--- src/rtl/prog_mem_pkg.sv ---
// Shared types for the program-memory read controller.
package prog_mem_pkg;

   typedef enum logic [1:0] {
      IDLE    = 2'd0,
      MEM_REQ = 2'd1,
      RESPOND = 2'd2
   } ctrl_state_t;

   // A single consumer still needs a 1-bit index so every vector has a legal width.
   function automatic int idx_width(input int n);
      return (n > 1) ? $clog2(n) : 1;
   endfunction

endpackage

--- src/rtl/rr_arbiter.sv ---
// Combinational round-robin pick: first eligible consumer at or after the pointer.
module rr_arbiter
   import prog_mem_pkg::*;
#(
   parameter int NUM_CONSUMERS = 4,
   parameter int IDX_W         = 2
) (
   input  logic [NUM_CONSUMERS-1:0] eligible,
   input  logic [IDX_W-1:0]         pointer,
   output logic                     grant_valid,
   output logic [IDX_W-1:0]         grant_idx
);

   generate
      if (NUM_CONSUMERS == 1) begin : g_single
         assign grant_valid = eligible[0];
         assign grant_idx   = '0;
      end else begin : g_rr
         always_comb begin
            logic [IDX_W-1:0] cand;
            grant_valid = 1'b0;
            grant_idx   = '0;
            cand        = '0;
            for (int off = 0; off < NUM_CONSUMERS; off++) begin
               cand = IDX_W'((int'(pointer) + off) % NUM_CONSUMERS);
               if (!grant_valid && eligible[cand]) begin
                  grant_valid = 1'b1;
                  grant_idx   = cand;
               end
            end
         end
      end
   endgenerate

endmodule

--- src/rtl/prog_mem_controller.sv ---
// Serializes per-core fetch requests onto one program-memory read port,
// round-robin, returning each word with a one-cycle get pulse.
module prog_mem_controller
   import prog_mem_pkg::*;
#(
   parameter int NUM_CONSUMERS = 4,
   parameter int ADDR_BITS     = 8,
   parameter int DATA_BITS     = 16
) (
   input  logic                                     clk,
   input  logic                                     reset,
   input  logic [NUM_CONSUMERS-1:0]                 consumer_read_ask,
   input  logic [NUM_CONSUMERS-1:0][ADDR_BITS-1:0]  consumer_read_address,
   output logic [NUM_CONSUMERS-1:0]                 consumer_read_get,
   output logic [NUM_CONSUMERS-1:0][DATA_BITS-1:0]  consumer_read_data,
   output logic                                     mem_read_valid,
   output logic [ADDR_BITS-1:0]                     mem_read_address,
   input  logic                                     mem_read_ready,
   input  logic [DATA_BITS-1:0]                     mem_read_data
);

   localparam int IDX_W = idx_width(NUM_CONSUMERS);

   ctrl_state_t              state;
   logic [IDX_W-1:0]         idx;
   logic [IDX_W-1:0]         ptr;
   logic [IDX_W-1:0]         ptr_next;
   logic [IDX_W-1:0]         gnt_idx;
   logic                     gnt_valid;
   logic [NUM_CONSUMERS-1:0] served;
   logic [NUM_CONSUMERS-1:0] served_set;
   logic [NUM_CONSUMERS-1:0] eligible;

   // A served consumer stays blocked until it drops ask, so a held ask is not re-served.
   assign eligible = consumer_read_ask & ~served;
   assign ptr_next = (int'(idx) == NUM_CONSUMERS - 1) ? '0 : idx + 1'b1;

   always_comb begin
      served_set = '0;
      if (state == MEM_REQ && mem_read_ready)
         served_set[idx] = 1'b1;
   end

   rr_arbiter #(
      .NUM_CONSUMERS (NUM_CONSUMERS),
      .IDX_W         (IDX_W)
   ) u_arb (
      .eligible    (eligible),
      .pointer     (ptr),
      .grant_valid (gnt_valid),
      .grant_idx   (gnt_idx)
   );

   always_ff @(posedge clk) begin
      if (reset) begin
         state              <= IDLE;
         idx                <= '0;
         ptr                <= '0;
         served             <= '0;
         consumer_read_get  <= '0;
         consumer_read_data <= '0;
         mem_read_valid     <= 1'b0;
         mem_read_address   <= '0;
      end else begin
         // Clearing on a low ask wins, so a request dropped mid-flight leaves no stale block.
         served            <= consumer_read_ask & (served | served_set);
         consumer_read_get <= '0;
         case (state)
            IDLE: begin
               if (gnt_valid) begin
                  idx              <= gnt_idx;
                  mem_read_address <= consumer_read_address[gnt_idx];
                  mem_read_valid   <= 1'b1;
                  state            <= MEM_REQ;
               end
            end
            MEM_REQ: begin
               if (mem_read_ready) begin
                  consumer_read_data[idx] <= mem_read_data;
                  consumer_read_get[idx]  <= 1'b1;
                  mem_read_valid          <= 1'b0;
                  ptr                     <= ptr_next;
                  state                   <= RESPOND;
               end
            end
            RESPOND: state <= IDLE;
            default: state <= IDLE;
         endcase
      end
   end

endmodule

--- config.mk ---
export PLATFORM = sky130hd
export DESIGN_NAME = prog_mem_controller
export DESIGN_NICKNAME = d
export VERILOG_FILES = /design/src/rtl/prog_mem_pkg.sv /design/src/rtl/rr_arbiter.sv /design/src/rtl/prog_mem_controller.sv
export SDC_FILE = /design/constraint.sdc
export NUM_CORES = 1
export LEC_CHECK = 0
export BUFFER_PORTS_ARGS = -buffer_cell sky130_fd_sc_hd__buf_2
export CAP_MARGIN = 20
export CELL_PAD_IN_SITES_DETAIL_PLACEMENT = 1
export CELL_PAD_IN_SITES_GLOBAL_PLACEMENT = 2
export CORE_UTILIZATION = 25
export CTS_CLUSTER_DIAMETER = 30
export DETAILED_ROUTE_END_ITERATION = 16
export PLACE_DENSITY_LB_ADDON = 0.1
export SLEW_MARGIN = 5
export SYNTH_ARGS = -nofsm -noshare
export SYNTH_HDL_FRONTEND = slang
export SYNTH_HIERARCHICAL = 1
export SYNTH_SLANG_ARGS = --single-unit
export TNS_END_PERCENT = 10
--- constraint.sdc ---
create_clock -name clk -period 1.9 [get_ports clk]
set_input_delay 0.19 -clock clk [delete_from_list [all_inputs] [get_ports clk]]
set_output_delay 0.19 -clock clk [all_outputs]
set_load 0.02 [all_outputs]
==> results.json <==
{
  "cts_tree": "built",
  "cts.sinks": 87,
  "routed-via-count": 3216,
  "finalPower_uw": 4240,
  "ios": 132,
  "hold_viol": 0,
  "dieArea_um2": 14700,
  "ff2ff_setup_slack_ns": -0.07,
  "drtAntennaViolNets": 0,
  "port_buffers": 131,
  "synth_ff_type": "dfxtp_1",
  "dp_hpwl_um": 8170,
  "grt-ovfl-total": 0,
  "synth_edf_count": 0,
  "synth-seq-cells": 87,
  "end_kind": "flip-flop",
  "vdd_drop_max_mv": 0.413,
  "synth_async_sr_flop_share_pct": 0,
  "die_w_um": 121,
  "cts_root_buf": "clkbuf_16",
  "hold_depth": 2,
  "htree_levels": 3,
  "std_cell_rows": 43,
  "maxCapViolations": 0,
  "synth_area_um2": 3550,
  "grt_first_pass_wirelength_um": 17700,
  "min_from": "consumer_read_ask[1]",
  "most-common-layout-cells": "148 x nand2_1, 130 x buf_2, 86 x dfxtp_1",
  "min_to": "served[1]$_SDFF_PP0_",
  "r2r_cells": 8,
  "synth.distinct_cells": 32,
  "setup_ws_ns": -0.0741,
  "cp-start-kind": "flip-flop",
  "powerDensity_nw_per_um2": 896,
  "wl_per_cell_um": 16.0,
  "crit-reg2reg-launch": "served[1]$_SDFF_PP0_",
  "initial_core_util_pct": 25.6,
  "grt_max_degree": 37,
  "clock_latency_ns": 0.34,
  "grt_pass1_vias": 3306,
  "drtIter0Drc": 112,
  "postSynthNetCount": 464,
  "yosys_warnings": 6,
  "ys_top_cells_by_area": "dfxtp_1 49%, nand2_1 16%, a21oi_1 8.5%",
  "place_congestion": 0.741,
  "max-slew-margin-rel_pct": 60.0,
  "path_max_fanout": 5,
  "die_y_um": 121,
  "critPathRequiredTime_ns": 2.12,
  "max_freq_mhz": 507,
  "drive_above_1_share_pct": 37.2,
  "clock_tree.buffer_depth": 2,
  "synth_top_area_share_pct": 49.1,
  "totalWireLength_um": 11400,
  "hold_buffers": 0,
  "worst_clock_skew_ns": 0.00507,
  "clk_transition_reported_paths_ns": 0.06,
  "syn_avg_cell_area_um2": 8.76,
  "antenna_found_initial": 0,
  "tightest_slew_ns": 0.598,
  "violations": "negative setup slack",
  "outcome": "finished with violations",
  "worstPathArrival_ns": 2.20,
  "p_leak_uw": 0.00205,
  "fin_setup_tns_ns": -0.540,
  "numCtsBuffers": 9,
  "antenna_cells": 0,
  "syn_to_final_growth_pct": 33.3,
  "drv_slew": 0,
  "crit_type": "flip-flop to flip-flop",
  "yosys.area.top_type": "dfxtp_1",
  "dr.pass1.iters": 4,
  "drcViolationCount": 0,
  "rsz0062_at_grt": "yes",
  "hold_path.class": "input port to flip-flop",
  "period_minus_slack_ns": 1.97,
  "grt_use_total_pct": 16.2,
  "fin_nets": 592,
  "regToRegEndpoint": "mem_read_address[7]$_SDFFE_PP0P_",
  "setup_viol": 8,
  "synth-seq-area-share_pct": 49.1,
  "final_common_cell": "nand2_1",
  "viasPerCell": 4.49,
  "fp.coreArea_um2": 13900,
  "syn_inst": 405,
  "period_share_pct": 104
}
==> worst max-delay path by stage <==
stage	startpoint	to	depth (start not counted)
floorplan	served[1]$_SDFF_PP0_	mem_read_address[3]$_SDFFE_PP0P_	8
global placement	served[1]$_SDFF_PP0_	mem_read_address[6]$_SDFFE_PP0P_	8
detailed placement	served[1]$_SDFF_PP0_	mem_read_address[7]$_SDFFE_PP0P_	8
CTS	served[1]$_SDFF_PP0_	mem_read_address[7]$_SDFFE_PP0P_	8
global route	served[1]$_SDFF_PP0_	mem_read_address[4]$_SDFFE_PP0P_	8
finish	served[1]$_SDFF_PP0_	mem_read_address[7]$_SDFFE_PP0P_	8
==> registers in the layout (all words and copies together) (netlist names) <==
signal and flops:
ptr 2, idx 2, consumer_read_get 4, state 2, served 4, mem_read_address 8, mem_read_valid 1, consumer_read_data 64
==> cells by family (layout without fill, tap and decap cells) <==
group	after synthesis	in the layout	share of synthesized area, %
flops	87	87	49.1
mux	10	10	5.64
simple gates	184	184	23.3
fa+ha+maj	4	4	1.41
buf+inv	37	169	6.52
compound gates	83	83	14.1
==> report_power, final <==
part	leakage [µW]	switching [µW]	internal [µW]	total, µW
registers	0.000706	40.6	1880	1920
logic	0.00119	294	212	506
clock network	0.000151	734	1080	1810
total	0.00205	1070	3170	4240
==> layout make-up <==
cell class | instances | area [µm²]
Timing Repair Buffer | 146 | 837
Fill cell | 1688 | 9150
Sequential cell | 87 | 1740
Tap cell | 180 | 225
Inverter | 8 | 30.0
Clock inverter | 4 | 45.0
Multi-Input combinational cell | 281 | 1600
Clock buffer | 11 | 253
==> per-layer routing <==
metal,global-route usage (%),wire length (µm),up-vias
met5,0,0,-
met4,6.25,160,0
met3,3.95,589,10
met2,29.2,5720,88
met1,18.1,4960,1531
li1,-,-,1587
==> worst max-delay path: stages, from the launching register on <==
cell,delay (ns)
dfxtp_2,0.32
nor2b_2,0.12
inv_1,0.06
a221o_1,0.36
a21oi_4,0.18
buf_6,0.17
mux4_2,0.50
nand2_1,0.08
a21oi_1,0.06
==> metrics by stage <==
stage / util (%) / std cells / cell area [µm²] / hold WS [ns] / worst slack [ns]
5_1_grt: 34.1 / 717 / 4730 / 0.106 / -0.189
3_3_place_gp: 31.6 / 700 / 4390 / 0.438 / -0.111
6_report: 34.1 / 717 / 4730 / 0.112 / -0.0741
4_1_cts: 34.0 / 717 / 4720 / 0.102 / -0.103
3_5_place_dp: 31.6 / 700 / 4390 / 0.448 / -0.152
2_1_floorplan: - / 405 / 3550 / 0.317 / 0.000693
==> repair_timing <==
item / 4_1_cts / 5_1_grt
pin swaps: 2 / 0
cloned: 1 / 0
gates resized for setup: 5 / 1
setup endpoints to repair: 8 / 10
buffers inserted: 1 / 0
==> cell usage after synthesis (2+ instances only) <==
master    number
a21oi_1       60
a21oi_2       20
and4b_1        4
buf_2          7
buf_4          6
buf_6          5
buf_8          2
clkbuf_1       7
dfxtp_1       87
ha_1           4
inv_1          7
mux2i_1        2
mux4_2         8
nand2_1      148
nand4b_2       4
nor2_1        12
nor2b_1        4
nor3b_1        4
(Power assumes the default switching activity.)
